$ cat src/rtl/calc_sequencer.sv
// Keypad calculator sequencer: builds signed operands from key edges, drives
// arithmetic-unit load/compute strobes and selects entry or result display.
module calc_sequencer #(
   parameter int unsigned MAX_MAG     = 127,
   parameter int unsigned RESULT_WAIT = 1
) (
   input  logic       i_CLOCK,
   input  logic       i_RESET_N,
   input  logic       i_CLEAR_ALL,
   input  logic       i_CLEAR_ENTRY,
   input  logic       i_KEY_VALID,
   input  logic [3:0] i_KEY_CODE,
   input  logic [7:0] i_AU_RESULT,
   output logic [7:0] o_OPERAND,
   output logic       o_LOAD_A,
   output logic       o_LOAD_B,
   output logic       o_ADD_SUB,
   output logic       o_LOAD_R,
   output logic       o_AU_CLEAR,
   output logic       o_SHOW_RESULT,
   output logic       o_OVERFLOW,
   output logic       o_KEY_REJECT,
   output logic [3:0] o_STATE
);

   localparam int unsigned DATA_W = 8;
   localparam int unsigned MAG_W  = 8;
   localparam int unsigned PROD_W = 12;
   localparam int unsigned CNT_W  = 4;

   typedef enum logic [3:0] {
      ENTER_A = 4'd0,
      LOAD_A  = 4'd1,
      ENTER_B = 4'd2,
      LOAD_B  = 4'd3,
      COMPUTE = 4'd4,
      SHOW    = 4'd5
   } state_t;

   state_t              state_q, state_d;
   logic [MAG_W-1:0]    mag_q, mag_d;
   logic                sign_q, sign_d;
   logic [DATA_W-1:0]   op_a_q, op_a_d, op_b_q, op_b_d, result_q, result_d;
   logic                add_sub_q, add_sub_d;
   logic [CNT_W-1:0]    cnt_q, cnt_d;
   logic                key_prev_q, key_prev_d;
   logic                ovf_q, ovf_d;
   logic                reject_q, reject_d;
   logic                au_clear_q, au_clear_d;
   logic [DATA_W-1:0]   operand_q;
   logic                load_a_q, load_b_q, load_r_q, show_q;

   logic                key_edge, is_digit, digit_ok, first_ok, ovf_calc;
   logic [PROD_W-1:0]   entry_prod;
   logic [MAG_W-1:0]    res_abs, res_mag;

   // Two's-complement value of a sign/magnitude entry
   function automatic logic [DATA_W-1:0] operand_of(input logic [MAG_W-1:0] m, input logic s);
      return s ? (DATA_W'(0) - DATA_W'(m)) : DATA_W'(m);
   endfunction

   // Key edge detect, digit accumulation limits, chained-result magnitude, overflow
   assign key_edge   = i_KEY_VALID & ~key_prev_q;
   assign is_digit   = (i_KEY_CODE <= 4'd9);
   assign entry_prod = PROD_W'(mag_q) * PROD_W'(10) + PROD_W'(i_KEY_CODE);
   assign digit_ok   = (entry_prod <= PROD_W'(MAX_MAG));
   assign first_ok   = (PROD_W'(i_KEY_CODE) <= PROD_W'(MAX_MAG));
   assign res_abs    = result_q[7] ? (MAG_W'(0) - result_q) : result_q;
   assign res_mag    = (PROD_W'(res_abs) > PROD_W'(MAX_MAG)) ? MAG_W'(MAX_MAG) : res_abs;
   assign ovf_calc   = add_sub_q ? ((op_a_q[7] != op_b_q[7]) && (i_AU_RESULT[7] != op_a_q[7]))
                                 : ((op_a_q[7] == op_b_q[7]) && (i_AU_RESULT[7] != op_a_q[7]));

   // Next-state and datapath update
   always_comb begin
      state_d    = state_q;
      mag_d      = mag_q;
      sign_d     = sign_q;
      op_a_d     = op_a_q;
      op_b_d     = op_b_q;
      result_d   = result_q;
      add_sub_d  = add_sub_q;
      cnt_d      = cnt_q;
      ovf_d      = ovf_q;
      reject_d   = 1'b0;
      au_clear_d = 1'b0;
      key_prev_d = i_KEY_VALID;

      if (i_CLEAR_ALL) begin
         state_d    = ENTER_A;
         mag_d      = '0;
         sign_d     = 1'b0;
         op_a_d     = '0;
         op_b_d     = '0;
         result_d   = '0;
         add_sub_d  = 1'b0;
         cnt_d      = '0;
         ovf_d      = 1'b0;
         au_clear_d = 1'b1;
         key_prev_d = 1'b1;
      end else begin
         case (state_q)
            ENTER_A, ENTER_B: begin
               if (i_CLEAR_ENTRY) begin
                  mag_d  = '0;
                  sign_d = 1'b0;
               end else if (key_edge) begin
                  if (is_digit) begin
                     if (digit_ok) mag_d = MAG_W'(entry_prod);
                     else          reject_d = 1'b1;
                  end else begin
                     case (i_KEY_CODE)
                        4'hA, 4'hB: begin
                           add_sub_d = i_KEY_CODE[0];
                           if (state_q == ENTER_A) state_d = LOAD_A;
                        end
                        4'hC: begin
                           if (state_q == ENTER_A) reject_d = 1'b1;
                           else                    state_d  = LOAD_B;
                        end
                        4'hD:    sign_d = ~sign_q;
                        default: ;
                     endcase
                  end
               end
            end
            LOAD_A: begin
               op_a_d   = operand_of(mag_q, sign_q);
               mag_d    = '0;
               sign_d   = 1'b0;
               state_d  = ENTER_B;
               reject_d = key_edge;
            end
            LOAD_B: begin
               op_b_d   = operand_of(mag_q, sign_q);
               cnt_d    = '0;
               state_d  = COMPUTE;
               reject_d = key_edge;
            end
            COMPUTE: begin
               reject_d = key_edge;
               if (cnt_q == CNT_W'(RESULT_WAIT - 1)) begin
                  result_d = i_AU_RESULT;
                  ovf_d    = ovf_calc;
                  state_d  = SHOW;
               end else begin
                  cnt_d = cnt_q + CNT_W'(1);
               end
            end
            SHOW: begin
               if (i_CLEAR_ENTRY) begin
                  mag_d   = '0;
                  sign_d  = 1'b0;
                  ovf_d   = 1'b0;
                  state_d = ENTER_A;
               end else if (key_edge) begin
                  if (is_digit) begin
                     mag_d    = first_ok ? MAG_W'(i_KEY_CODE) : '0;
                     reject_d = ~first_ok;
                     sign_d   = 1'b0;
                     ovf_d    = 1'b0;
                     state_d  = ENTER_A;
                  end else if (i_KEY_CODE == 4'hA || i_KEY_CODE == 4'hB) begin
                     add_sub_d = i_KEY_CODE[0];
                     mag_d     = res_mag;
                     sign_d    = result_q[7];
                     ovf_d     = 1'b0;
                     state_d   = LOAD_A;
                  end
               end
            end
            default: begin
               ovf_d   = 1'b0;
               state_d = ENTER_A;
            end
         endcase
      end
   end

   // State, datapath and registered outputs
   always_ff @(posedge i_CLOCK) begin
      if (!i_RESET_N) begin
         state_q    <= ENTER_A;
         mag_q      <= '0;
         sign_q     <= 1'b0;
         op_a_q     <= '0;
         op_b_q     <= '0;
         result_q   <= '0;
         add_sub_q  <= 1'b0;
         cnt_q      <= '0;
         key_prev_q <= 1'b1;
         ovf_q      <= 1'b0;
         reject_q   <= 1'b0;
         au_clear_q <= 1'b1;
         operand_q  <= '0;
         load_a_q   <= 1'b0;
         load_b_q   <= 1'b0;
         load_r_q   <= 1'b0;
         show_q     <= 1'b0;
      end else begin
         state_q    <= state_d;
         mag_q      <= mag_d;
         sign_q     <= sign_d;
         op_a_q     <= op_a_d;
         op_b_q     <= op_b_d;
         result_q   <= result_d;
         add_sub_q  <= add_sub_d;
         cnt_q      <= cnt_d;
         key_prev_q <= key_prev_d;
         ovf_q      <= ovf_d;
         reject_q   <= reject_d;
         au_clear_q <= au_clear_d;
         operand_q  <= operand_of(mag_d, sign_d);
         load_a_q   <= (state_d == LOAD_A);
         load_b_q   <= (state_d == LOAD_B);
         load_r_q   <= (state_d == COMPUTE);
         show_q     <= (state_d == SHOW);
      end
   end

   assign o_OPERAND     = operand_q;
   assign o_LOAD_A      = load_a_q;
   assign o_LOAD_B      = load_b_q;
   assign o_ADD_SUB     = add_sub_q;
   assign o_LOAD_R      = load_r_q;
   assign o_AU_CLEAR    = au_clear_q;
   assign o_SHOW_RESULT = show_q;
   assign o_OVERFLOW    = ovf_q;
   assign o_KEY_REJECT  = reject_q;
   assign o_STATE       = state_q;

endmodule

$ cat config.mk
export PLATFORM = sky130hd
export DESIGN_NAME = calc_sequencer
export DESIGN_NICKNAME = d
export VERILOG_FILES = /design/src/rtl/calc_sequencer.sv
export SDC_FILE = /design/constraint.sdc
export NUM_CORES = 1
export LEC_CHECK = 0
export BUFFER_PORTS_ARGS = -buffer_cell sky130_fd_sc_hd__buf_2
export CORE_ASPECT_RATIO = 2
export CORE_MARGIN = 2
export CORE_UTILIZATION = 35
export CTS_BUF_LIST = sky130_fd_sc_hd__clkbuf_4
export DETAILED_ROUTE_END_ITERATION = 10
export RECOVER_POWER = 50
export SLEW_MARGIN = 20
export SYNTH_ARGS = -nofsm -noshare
export SYNTH_HDL_FRONTEND = slang
export SYNTH_SLANG_ARGS = --single-unit
$ cat constraint.sdc
create_clock -name i_CLOCK -period 10.7 [get_ports i_CLOCK]
set_input_delay 1.07 -clock i_CLOCK [delete_from_list [all_inputs] [get_ports i_CLOCK]]
set_output_delay 1.07 -clock i_CLOCK [all_outputs]
set_load 0.05 [all_outputs]
==> flow_summary.ini, run 1 <==
[cts]
ctsResizeCount = 0
clk_pin_slew_worst_paths_ns = 0.14
cts_setup_buffers = 0
cts-root-buf = clkbuf_4
tritoncts = built
cts_hold_buffers = 0
cts.sinks = 43
htree_num_levels = 2
numCtsBuffers = 5
cts_buffer_depth = 2
clk-insertion-delay-late_ns = 0.37

[setup_path]
startpoint_type = flip-flop
cp-startpoint = mag_q[0]
reg2reg_to = o_OPERAND[6]
rrSetupSlack_ns = 5.86
cp.depth = 14
required_ns = 10.98
endpoint_kind = flip-flop
rr_startpoint = mag_q[0]
slowest_delay_ns = 0.60
cp_num_buf_inv = 1
crit_end = o_OPERAND[6]
critPathSlowestCell = dfxtp_1
ff2ff_path_depth = 14
cp_cell_sequence = ha_1 > ha_1 > inv_1 > fa_1 > xnor2_2 > nand4b_1 > or4_4 > a2111o_1 > o2bb2ai_4 > a221oi_1 > ha_1 > nand3_1 > o31ai_1 > mux2_2
cpLargestDelayFamily = compound AO/OA/AOI/OAI gates
cp_max_fo = 11
path_class = reg2reg
timing.critical_path.mode_cell = ha_1
arrival_ns = 5.12

[drt]
wl_per_cell_um = 18.60
dr.pass1.iters = 4
drt-total-wl_mm = 9.096
viasPerCell = 5.767
ant_nets = 0
num_vias = 2820
drc_errors = 0
drtIter0Drc = 177

[synth]
synth_edf_count = 0
synth-seq-cells = 43
synth.distinct_cells = 70
syn-mean-instance-area_sq_um = 8.228
ys_warn_count = 0
syn_inst = 363
syn-cell-area_sq_mm = 0.002987
syn_nets = 401
ys.flop_type = dfxtp_1
seq_area_frac_synth_pct = 28.82
async_flop_share_pct = 0

[pwr]
peakVddDrop_uv = 50.99
power_density_mw_per_mm2 = 90.04
total_power_w = 0.0002949
p_leak_nw = 1.374

[timing]
relSlewSlack_pct = 34.73
finClkSkew_ns = 0.01145
fmax_mhz = 206.7
whs_ns = 0.5121
max_slew.worst_pin.slew_ns = 0.9732
fin_crit_sh_pct = 45.21
rsz0062_at_grt = no
setup_viol = 0
finalSetupTns_ns = 0
hold_viol_final = 0
fin_crit_ns = 4.838
slew_violations = 0

[grt]
grt_pass1_wl_mm = 14.84
antenna_found_initial = 1
grt_max_degree = 27
track_usage_pct = 20.33
grt_pass1_vias = 2893
grt.overflow.total = 0

[placed_design]
routabilityCongestion = 0.9215
placement.io_buffers = 36
dpl.hpwl_mm = 7.235

[layout]
final_common_cell = nor2_1
final.fill_count = 877
drive_gt1_share_pct = 9.487
areaGrowthSynthToFinish_pct = 9.677
fin_nets = 427
layout_common_cells = 46 x nor2_1, 43 x dfxtp_1, 24 x nand2_1

[floorplanning]
core_sq_mm = 0.008292
ioPinCount = 37
dieWidth_um = 69.32
die_h_um = 134.6
start_util_pct = 36.02
die_area_sq_mm = 0.009333
rows = 47

[hold_path]
hold_path.class = reg2reg

[run_status]
status = finished clean

[run]
max_cap_violations = 0
[final cells by class]
cell class | instances | area [sq um] | area share (%)
antenna | 1 | 2.502 | 0.07639
multi-input combinational | 288 | 1994 | 60.89
clock buffer | 5 | 37.54 | 1.146
tap | 98 | 122.6 | 3.743
sequential | 43 | 860.8 | 26.28
clock inverter | 3 | 43.79 | 1.337
inverter | 14 | 52.55 | 1.604
timing repair buffer | 37 | 161.4 | 4.927
[synth_stat cells, types with 3 or more instances]
master	instances	area share [%]
a31oi_1	5	1.0
a311oi_1	4	1.2
or3_1	6	1.3
a21o_1	3	0.75
nand2_1	24	3.0
mux2i_1	13	4.4
o21ai_0	13	2.2
ha_1	19	8.0
clkbuf_1	14	1.8
nor4_1	6	1.3
nand3_1	6	1.0
nand2b_1	4	0.84
and2_1	9	1.9
nor2_1	46	5.8
nand3b_1	5	1.3
xnor2_1	5	1.5
nand4_1	3	0.63
nor2b_1	10	2.1
o31ai_1	3	0.75
o211ai_1	3	0.75
a211oi_1	7	1.8
xor2_1	9	2.6
nor3b_1	3	0.75
a21oi_1	17	2.8
nor3_1	13	2.2
inv_1	13	1.6
dfxtp_1	43	29
[power breakdown]
part	leakage [nW]	switching (W)	internal (W)
combinational	0.981	0.0000176	0.00000761
clock	0.0452	0.0000590	0.0000492
sequential	0.347	0.000000807	0.000161
[logic make-up after synthesis]
logic type                 share of synthesized area (%)
muxes                                              5.111
xor gates and xnor gates                           4.650
AOI/OAI and AO/OA                                  21.99
buffers and inverters                              4.399
adders and majority gates                          9.300
other                                             0.1256
DFF                                                28.82
and+or+nand+nor                                    25.60
[metrics by stage]
step                area (sq um)  util, %  cells  worst slack, ns
floorplan                   2987        -    363            6.413
finish                      3276    39.51    489            5.862
detailed placement          3218    38.81    480            5.826
CTS                         3299    39.79    488            5.898
global route                3276    39.51    489            5.570
global placement            3218    38.81    480            5.966
[state kept, by name (all words and copies together), names as in the netlist]
signal         cells
mag_q              8
result_q           8
o_OPERAND          7
cnt_q              4
o_STATE            4
key_prev_q         1
o_ADD_SUB          1
o_AU_CLEAR         1
o_KEY_REJECT       1
o_LOAD_A           1
o_LOAD_B           1
o_LOAD_R           1
o_OVERFLOW         1
o_SHOW_RESULT      1
op_a_q             1
op_b_q             1
sign_q             1
[tightest hold or removal path: stages (launching register included)]
cell and delay [ns]:
dfxtp_1 0.35, a21oi_1 0.06, nor2_1 0.07
[routing by layer]
| metal | wire length [um] | GRT usage [%] | vias to the layer above |
|---|---|---|---|
| li1 | - | - | 1382 |
| met1 | 3162 | 19.18 | 1351 |
| met2 | 5271 | 40.33 | 61 |
| met3 | 193 | 2.239 | 26 |
| met4 | 468 | 12.64 | 0 |
| met5 | 0 | 0 | - |
[how the worst min path moves through the flow]
stage | start | end | slack [ns] | depth (start not counted)
final | o_OVERFLOW | o_OVERFLOW | 0.51 | 2
after global routing | cnt_q[3] | cnt_q[3] | 0.53 | 1
after CTS | cnt_q[3] | cnt_q[3] | 0.50 | 1
after detailed placement | o_OVERFLOW | o_OVERFLOW | 0.48 | 2
after global placement | o_OVERFLOW | o_OVERFLOW | 0.46 | 2
after floorplan | cnt_q[3] | cnt_q[3] | 0.45 | 1
Note: power is estimated with default switching activity, not from simulation.
==> inputs of run 2 (changes only) <==
==> constraint.sdc (replaced) <==
create_clock -name i_CLOCK -period 4.4 [get_ports i_CLOCK]
set_input_delay 0.44 -clock i_CLOCK [delete_from_list [all_inputs] [get_ports i_CLOCK]]
set_output_delay 0.44 -clock i_CLOCK [all_outputs]
set_load 0.05 [all_outputs]
==> run 2 against run 1 <==
Effect of this change:
- setup slack got worse by 5.7 ns
- core utilization increased by 1.1 points
- clock power increased by 80%
- sequential share of layout area decreased by 0.68 points
- register-to-register slack got worse by 5.7 ns
- final cell count increased by 2.7%
- largest cell class unchanged
- largest power group unchanged
- highest routed layer unchanged
==> flow_summary.ini, run 2 (synthesis gave the netlist of run 1 again) <==
[floorplanning]
die_area_sq_mm = 0.009333
die_h_um = 134.6
start_util_pct = 36.02
ioPinCount = 37
rows = 47
core_sq_mm = 0.008292
dieWidth_um = 69.32

[cts]
clk-insertion-delay-late_ns = 0.37
cts.sinks = 43
cts-root-buf = clkbuf_4
htree_num_levels = 2
tritoncts = built
cts_buffer_depth = 2
cts_hold_buffers = 0
numCtsBuffers = 5
clk_pin_slew_worst_paths_ns = 0.13

[hold_path]
min_path_cells = 2
hold_path.class = in2reg

[layout]
layout_common_cells = 46 x nor2_1, 42 x dfxtp_1, 24 x nand2_1
drive_gt1_share_pct = 12.66
final_common_cell = nor2_1
finalNonFillerCells = 502
fin_nets = 440
final.fill_count = 868
areaGrowthSynthToFinish_pct = 12.74

[drt]
num_vias = 2901
dr.pass1.iters = 4
viasPerCell = 5.779
wl_per_cell_um = 18.51
drtIter0Drc = 177
ant_nets = 0
drc_errors = 0
drt-total-wl_mm = 9.291

[placed_design]
placement.io_buffers = 36
dpl.cell_count = 492
routabilityCongestion = 0.9828
dpl.hpwl_mm = 7.501
place_ws_ns = 0.08981

[pwr]
p_leak_nw = 1.418
power_density_mw_per_mm2 = 193.2
peakVddDrop_uv = 90.76

[timing]
max_slew.worst_pin.slew_ns = 1.240
fin_ws_ns = 0.2094
hold_viol_final = 0
setup_viol = 0
slew_violations = 0
fin_crit_sh_pct = 95.24
fmax_mhz = 238.6
relSlewSlack_pct = 17.35
rsz0062_at_grt = yes
finClkSkew_ns = 0.01170
fin_crit_ns = 4.191

[run_status]
status = finished clean

[setup_path]
arrival_ns = 4.47
required_ns = 4.68
endpoint_kind = flip-flop
cp_max_fo = 4
ff2ff_path_depth = 14
startpoint_type = flip-flop
path_class = reg2reg

[grt]
grt.overflow.total = 0
grt_pass1_vias = 2898
grt_max_degree = 27
track_usage_pct = 19.91
antenna_found_initial = 1
grt_pass1_wl_mm = 14.45

[run]
max_cap_violations = 0
run 2: cell types whose count changed in the layout (fill, tap and decap cells not counted), sizes merged:
cell,change
clkinvlp,+1
bufinv,-1
clkbuf,+1
buf,+12
run 2: what timing repair did:
action,CTS,global route
buffers inserted,0,1
gates resized for setup,0,5
setup endpoints to repair,0,2
run 2: cell type report:
| class | instances | area [sq um] | area share, % |
|---|---|---|---|
| antenna | 1 | 2.502 | 0.07432 |
| clock buffer | 5 | 37.54 | 1.115 |
| inverter | 14 | 52.55 | 1.561 |
| clock inverter | 3 | 15.01 | 0.4459 |
| timing repair buffer | 50 | 252.7 | 7.506 |
| multi-input combinational | 288 | 2022 | 60.05 |
| sequential | 43 | 862.1 | 25.60 |
| tap | 98 | 122.6 | 3.642 |
run 2: final timing paths:
check / endpoint / slack (ns) / startpoint
max: o_OPERAND[6] / 0.21 / mag_q[1]
min: key_prev_q / 0.29 / i_KEY_VALID
max reg2reg: o_OPERAND[6] / 0.21 / mag_q[1]
min reg2reg: o_OVERFLOW / 0.51 / o_OVERFLOW
run 2: worst max-delay path, stage by stage, from the launching register on:
cell,delay [ns]
dfxtp_1,0.34
ha_1,0.29
ha_1,0.21
inv_1,0.07
fa_1,0.43
xnor2_2,0.21
nand4b_1,0.13
or4_4,0.54
a2111o_1,0.44
o2bb2ai_4,0.17
a221oi_2,0.34
ha_2,0.24
nand3_1,0.07
o31ai_1,0.26
mux2_2,0.35
run 2: report_power, final:
part | internal (W) | switching [W]
clock | 0.0000587 | 0.000136
sequential | 0.000391 | 0.00000174
combinational | 0.0000201 | 0.0000435
run 2: routing by layer:
| metal | up-vias | share of wire [%] | GRT usage (%) | wire length (um) |
|---|---|---|---|---|
| met4 | 0 | 10 | 19.39 | 960 |
| met3 | 53 | 2.9 | 2.239 | 265 |
| li1 | 1405 | - | - | - |
| met2 | 88 | 54 | 37.23 | 5033 |
| met5 | - | 0 | 0 | 0 |
| met1 | 1355 | 33 | 17.74 | 3031 |
run 2: through the flow:
step / total power (W) / cell area, sq um / hold WS, ns / util [%] / TNS [ns]
2_1_floorplan: 0.0004399 / 2987 / 0.4517 / - / 0
3_3_place_gp: 0.0004637 / 3308 / 0.4646 / 39.90 / 0
3_5_place_dp: 0.0004637 / 3308 / 0.4815 / 39.90 / 0
4_1_cts: 0.0006566 / 3361 / 0.2843 / 40.53 / 0
5_1_grt: 0.0006721 / 3367 / 0.2961 / 40.61 / -0.01985
6_report: 0.0006504 / 3367 / 0.2867 / 40.61 / 0
